### config.mk
export PLATFORM = sky130hd
export DESIGN_NAME = rram_op_sequencer
export DESIGN_NICKNAME = d
export VERILOG_FILES = /design/src/rtl/rram_op_sequencer.sv
export SDC_FILE = /design/constraint.sdc
export NUM_CORES = 1
export LEC_CHECK = 0
export ABC_AREA = 1
export CORE_UTILIZATION = 50
export DETAILED_ROUTE_END_ITERATION = 7
export PLACE_DENSITY = 0.77
export SYNTH_ARGS = -nofsm -noshare
export SYNTH_HDL_FRONTEND = slang
export SYNTH_SLANG_ARGS = --single-unit
### constraint.sdc
create_clock -name clk -period 2.35 [get_ports clk]
set_clock_uncertainty 0.1 [all_clocks]
set_input_delay 0.705 -clock clk [delete_from_list [all_inputs] [get_ports clk]]
set_output_delay 0.705 -clock clk [all_outputs]
set_load 0.05 [all_outputs]
### src/rtl/rram_op_sequencer.sv
// Command sequencer for the RRAM array-access state counter: one WRITE/READ/FORM
// operation at a time, with a per-operation watchdog, response code and OK counter.
module rram_op_sequencer #(
    parameter int WRITE_TO = 40,
    parameter int READ_TO  = 40,
    parameter int FORM_TO  = 4200,
    parameter int TO_W     = 13
) (
    input  logic        clk,
    input  logic        rst,
    input  logic        cmd_valid,
    input  logic [1:0]  cmd_op,
    output logic        cmd_ready,
    input  logic        err_clr,
    input  logic        write_count_flag,
    input  logic        cache_count_flag,
    input  logic        forming_count_flag,
    output logic        en,
    output logic        we,
    output logic        re,
    output logic        forming,
    output logic        done,
    output logic [1:0]  rsp_code,
    output logic        err,
    output logic [15:0] op_count
);

    typedef enum logic [2:0] {
        S_IDLE  = 3'd0,
        S_WRITE = 3'd1,
        S_READ  = 3'd2,
        S_FORM  = 3'd3,
        S_DONE  = 3'd4,
        S_ERR   = 3'd5
    } state_t;

    state_t          r_state;
    logic [TO_W-1:0] r_wd;
    logic            w_flag;
    logic [TO_W-1:0] w_limit;

    // Completion flag and last legal watchdog value for the operation in progress.
    always_comb begin
        w_flag  = 1'b0;
        w_limit = {TO_W{1'b0}};
        case (r_state)
            S_WRITE: begin
                w_flag  = write_count_flag;
                w_limit = TO_W'(WRITE_TO - 1);
            end
            S_READ: begin
                w_flag  = cache_count_flag;
                w_limit = TO_W'(READ_TO - 1);
            end
            S_FORM: begin
                w_flag  = forming_count_flag;
                w_limit = TO_W'(FORM_TO - 1);
            end
            default: begin
                w_flag  = 1'b0;
                w_limit = {TO_W{1'b0}};
            end
        endcase
    end

    // Sequencer FSM with all outputs registered.
    always_ff @(posedge clk or posedge rst) begin
        if (rst) begin
            r_state   <= S_IDLE;
            r_wd      <= {TO_W{1'b0}};
            cmd_ready <= 1'b0;
            en        <= 1'b0;
            we        <= 1'b0;
            re        <= 1'b0;
            forming   <= 1'b0;
            done      <= 1'b0;
            rsp_code  <= 2'b00;
            err       <= 1'b0;
            op_count  <= 16'd0;
        end else begin
            case (r_state)
                S_IDLE: begin
                    en   <= 1'b1;
                    done <= 1'b0;
                    if (cmd_valid && cmd_ready) begin
                        cmd_ready <= 1'b0;
                        r_wd      <= {TO_W{1'b0}};
                        case (cmd_op)
                            2'b00: begin
                                r_state <= S_WRITE;
                                we      <= 1'b1;
                            end
                            2'b01: begin
                                r_state <= S_READ;
                                re      <= 1'b1;
                            end
                            2'b10: begin
                                r_state <= S_FORM;
                                forming <= 1'b1;
                            end
                            default: begin
                                r_state  <= S_DONE;
                                done     <= 1'b1;
                                rsp_code <= 2'b10;
                            end
                        endcase
                    end else begin
                        cmd_ready <= 1'b1;
                    end
                end
                S_WRITE, S_READ, S_FORM: begin
                    // The flag is checked first so a flag on the last watchdog cycle still completes OK.
                    if (w_flag) begin
                        r_state  <= S_DONE;
                        we       <= 1'b0;
                        re       <= 1'b0;
                        forming  <= 1'b0;
                        done     <= 1'b1;
                        rsp_code <= 2'b00;
                        op_count <= op_count + 16'd1;
                    end else if (r_wd == w_limit) begin
                        r_state  <= S_ERR;
                        we       <= 1'b0;
                        re       <= 1'b0;
                        forming  <= 1'b0;
                        done     <= 1'b1;
                        rsp_code <= 2'b01;
                        err      <= 1'b1;
                        en       <= 1'b0;
                    end else begin
                        r_wd <= r_wd + TO_W'(1);
                    end
                end
                S_DONE: begin
                    // Strobe has been low for one full cycle by now, so the counter has cleared.
                    r_state   <= S_IDLE;
                    done      <= 1'b0;
                    cmd_ready <= 1'b1;
                end
                S_ERR: begin
                    done <= 1'b0;
                    if (err_clr) begin
                        r_state   <= S_IDLE;
                        err       <= 1'b0;
                        en        <= 1'b1;
                        cmd_ready <= 1'b1;
                    end else begin
                        en        <= 1'b0;
                        cmd_ready <= 1'b0;
                    end
                end
                default: begin
                    r_state   <= S_IDLE;
                    we        <= 1'b0;
                    re        <= 1'b0;
                    forming   <= 1'b0;
                    done      <= 1'b0;
                    cmd_ready <= 1'b0;
                end
            endcase
        end
    end

endmodule

==> metrics <==
run status completed; 1st-pass router iterations 5; Power, Total 3.69 mW; leading post-synthesis cells by cell area sky130_fd_sc_hd__dfrtp_1, sky130_fd_sc_hd__nand2_1, sky130_fd_sc_hd__nand3_1; total routing resource utilization after global routing 21.7%; DIE WIDTH 73.2 µm; Hold Fails Final Rpt 0; Flop pwr share 27.9%; total core area 4790 µm²; Max VDD drop 0.783 mV; number of global-route vias before repair 2006; # rows 25; syn_area_per_cell 7.84 µm²; largest stage delay on the critical path 0.82 ns; final max-slew violation count 0; worst min path class flip-flop to flip-flop; critical path, cell by cell clkdlybuf4s50_1; critical path start-end classification flip-flop to output port; die height 73.2 µm; number of antenna diodes 0; Sequential Area 1030 µm²; DIE AREA 5360 µm²; fillcell total 403; antenna viol nets, final 0; Clock Power Share 16.1%; I/O pin count 34; Layout Nets 378; period utilisation layout 99.1%; Post-CTS Setup Bufs 0; pwr/cell area 1210 nW/µm²; Sinks on Clock Net 41; largest driver fanout on the critical path 3; CTS H-tree depth 2; number of CTS-inserted buffers 5; switching power as a share of total power 49.6%; share of the synthesized area in the top cell type 40.5%; number of buffers inserted by port buffering 33; number of cells traversed by the worst hold path 2; clock insertion delay at the later pin of the skew report 0.30 ns; combinational cell fraction of total power 56.0%; DP Cell Count 422; element type at the critical path end output port; CP max stage cell sky130_fd_sc_hd__clkdlybuf4s50_1; initial antenna violation count 0; number of enable-type register cells in the synthesized netlist 0; Arr. time, crit path 1.52 ns; source of the worst register-to-register timing path r_state[1]$_DFFE_PP0P_; placed inst area 2920 µm²; crit-path leading delay family buffers and inverters; layout overhead on the synthesized area 20.8%; 1st-iter DRT viols 102; Seq/Total Area, Yosys 40.5%; buffer and inverter count on the worst path 1; worst flop-to-flop path endpoint rsp_code[1]$_DFFE_PP0P_; number of setup violations in the final report 0; asr flop ratio synth 100%; Layout Cells excl Fill 430; gate count of the mapped netlist 323; cell-internal power 1.86 mW; maximum number of pins on one net before global-route repair 42; vias after detailed routing 2185; clock tree root buffer cell sky130_fd_sc_hd__clkbuf_8; net switching power of the design 1.83 mW; clock tree buffer depth 2; final standard cell area without fillers 3060 µm²; setup repair after global routing missed its margin no; post-layout minimum cycle time 2.33 ns; DRC Markers 0; Sum Neg Setup Slack 0 ns; Yosys top cell by area sky130_fd_sc_hd__dfrtp_1; Data required, critical path 1.54 ns; worst min-delay path endpoint we$_DFFE_PP0P_; fraction of layout cells with a size suffix above 1 14.3%; overflow left after global routing 0; TritonCTS clock tree built; slack of the worst reg-to-reg path 0.21 ns; DRT Wirelength 5210 µm; Post-Synthesis Net Count 339; Max Freq 0.429 GHz; most used flip-flop cell after synthesis sky130_fd_sc_hd__dfrtp_1; static power due to leakage 1.48 nW; summed instance area of the synthesized netlist 2530 µm²; sort of element at the start of the critical path flip-flop; worst hold path startpoint we$_DFFE_PP0P_; routability congestion estimate 0.850; number of vias per cell after detailed routing 5.08; synthesis-stage register bit count 41; Final HPWL DP 3760 µm; depth of the worst register-to-register path 10; Slew Limit Headroom 65.7%; count of maximum capacitance violations 0; Initial Util 52.9%; clock transition at the registers of the reported paths 0.08 ns; Least-Margin Pin Slew 0.514 ns; area of combinational cells with multiple inputs 1340 µm²; warnings from Yosys 0; distinct cell type count of the synthesized netlist 32; first-pass GRT wire length 8760 µm; final routed wire length divided by cell count 12.1 µm
-- sequential cells by signal (all words and copies together) (netlist names) --
register and cells:
we 1, rsp_code 2, op_count 16, cmd_ready 1, done 1, forming 1, err 1, r_wd 13
re 1, r_state 3, en 1
-- synth_stat cells, types with 2 or more instances --
library cell	instances
sky130_fd_sc_hd__o21ai_2	11
sky130_fd_sc_hd__nand2_2	3
sky130_fd_sc_hd__nand4_1	10
sky130_fd_sc_hd__nor2_2	3
sky130_fd_sc_hd__dfrtp_1	41
sky130_fd_sc_hd__o21ai_0	8
sky130_fd_sc_hd__nor3_1	8
sky130_fd_sc_hd__nor2_1	32
sky130_fd_sc_hd__inv_1	29
sky130_fd_sc_hd__buf_2	2
sky130_fd_sc_hd__ha_1	7
sky130_fd_sc_hd__inv_2	5
sky130_fd_sc_hd__o21bai_1	2
sky130_fd_sc_hd__buf_6	3
sky130_fd_sc_hd__a21oi_1	2
sky130_fd_sc_hd__nand2_1	89
sky130_fd_sc_hd__xor2_1	12
sky130_fd_sc_hd__o21ai_1	5
sky130_fd_sc_hd__xnor2_1	6
sky130_fd_sc_hd__nor2_4	2
sky130_fd_sc_hd__nand3_1	30
sky130_fd_sc_hd__nand3_2	3
-- routing by layer --
metal | GRT usage (%) | vias up | wire length [µm]
met1 | 27.8 | 1004 | 2460
met4 | 11.8 | 0 | 155
met5 | 0 | - | 0
met3 | 5.11 | 15 | 203
met2 | 33.6 | 44 | 2390
li1 | - | 1122 | -
-- what timing repair did --
item | in CTS | in global routing
resized for setup | 0 | 7
hold endpoints to repair | 0 | 0
setup endpoints to repair | 0 | 22
hold buffers | 0 | 0
-- stage by stage --
step | util (%) | setup slack [ns] | hold slack, ns
2_1_floorplan | - | 0.154 | 0.390
3_3_place_gp | 61.0 | 0.141 | 0.353
3_5_place_dp | 61.0 | 0.115 | 0.358
4_1_cts | 63.5 | 0.0117 | 0.378
5_1_grt | 63.9 | 0.00715 | 0.397
6_report | 63.9 | 0.0202 | 0.375
-- worst max-delay path by stage --
stage | startpoint | to | slack [ns] | depth (start not counted)
6_report | cmd_ready$_DFFE_PP0N_ | cmd_ready | 0.02 | 1
3_5_place_dp | cache_count_flag | r_wd[5]$_DFFE_PP0P_ | 0.12 | 7
4_1_cts | op_count[8]$_DFFE_PP0P_ | op_count[8] | 0.01 | 1
2_1_floorplan | r_state[2]$_DFFE_PP0P_ | rsp_code[0]$_DFFE_PP0P_ | 0.15 | 11
3_3_place_gp | cmd_valid | r_wd[5]$_DFFE_PP0P_ | 0.14 | 8
5_1_grt | op_count[15]$_DFFE_PP0P_ | op_count[15] | 0.007 | 1
-- cells by family after synthesis --
kind of cell               Yosys count  synth area share (%)
AOI/OAI and AO/OA                   30                  8.00
xor gates and xnor gates            18                  6.22
adders and majority gates            7                  3.46
buffers and inverters               40                  6.91
DFF                                 41                  40.5
and+or+nand+nor                    187                  34.9
-- power groups by stage --
stage	sequential, mW	clock [mW]	combinational [mW]
2_1_floorplan	1.46	0	1.13
3_3_place_gp	1.03	0	2.01
3_5_place_dp	1.04	0	2.04
4_1_cts	1.03	0.609	2.05
5_1_grt	1.05	0.632	2.25
6_report	1.03	0.596	2.07
-- tightest hold or removal path: cells and delay by family (launching register included) --
family / cells / cell delay (ns)
flops: 1 / 0.35
simple gates: 2 / 0.09
-- layout by cell type, fill, tap and decap left out, drive strengths merged --
master         count
inv               34
nand4             11
o2111ai            1
clkbuf             7
nor3b              1
nand3             34
o21bai             2
o21a               1
o21ai             24
dfrtp             41
nor2              37
xnor2              6
nand3b             1
bufinv             1
nand2             93
or2                1
dlymetal6s2s       5
ha                 7
a21oi              2
buf               12
nor3               9
xor2              12
clkdlybuf4s50     21
-- area by class of cell --
cell class	count	share of cell area, %
Clock buffer	7	2.82
Multi-Input combinational cell	242	43.9
Sequential cell	41	33.5
Timing Repair Buffer	38	11.9
Tap cell	67	2.74
Inverter	34	4.17
Clock inverter	1	0.981
No activity file was read; power rests on OpenSTA's default activity.
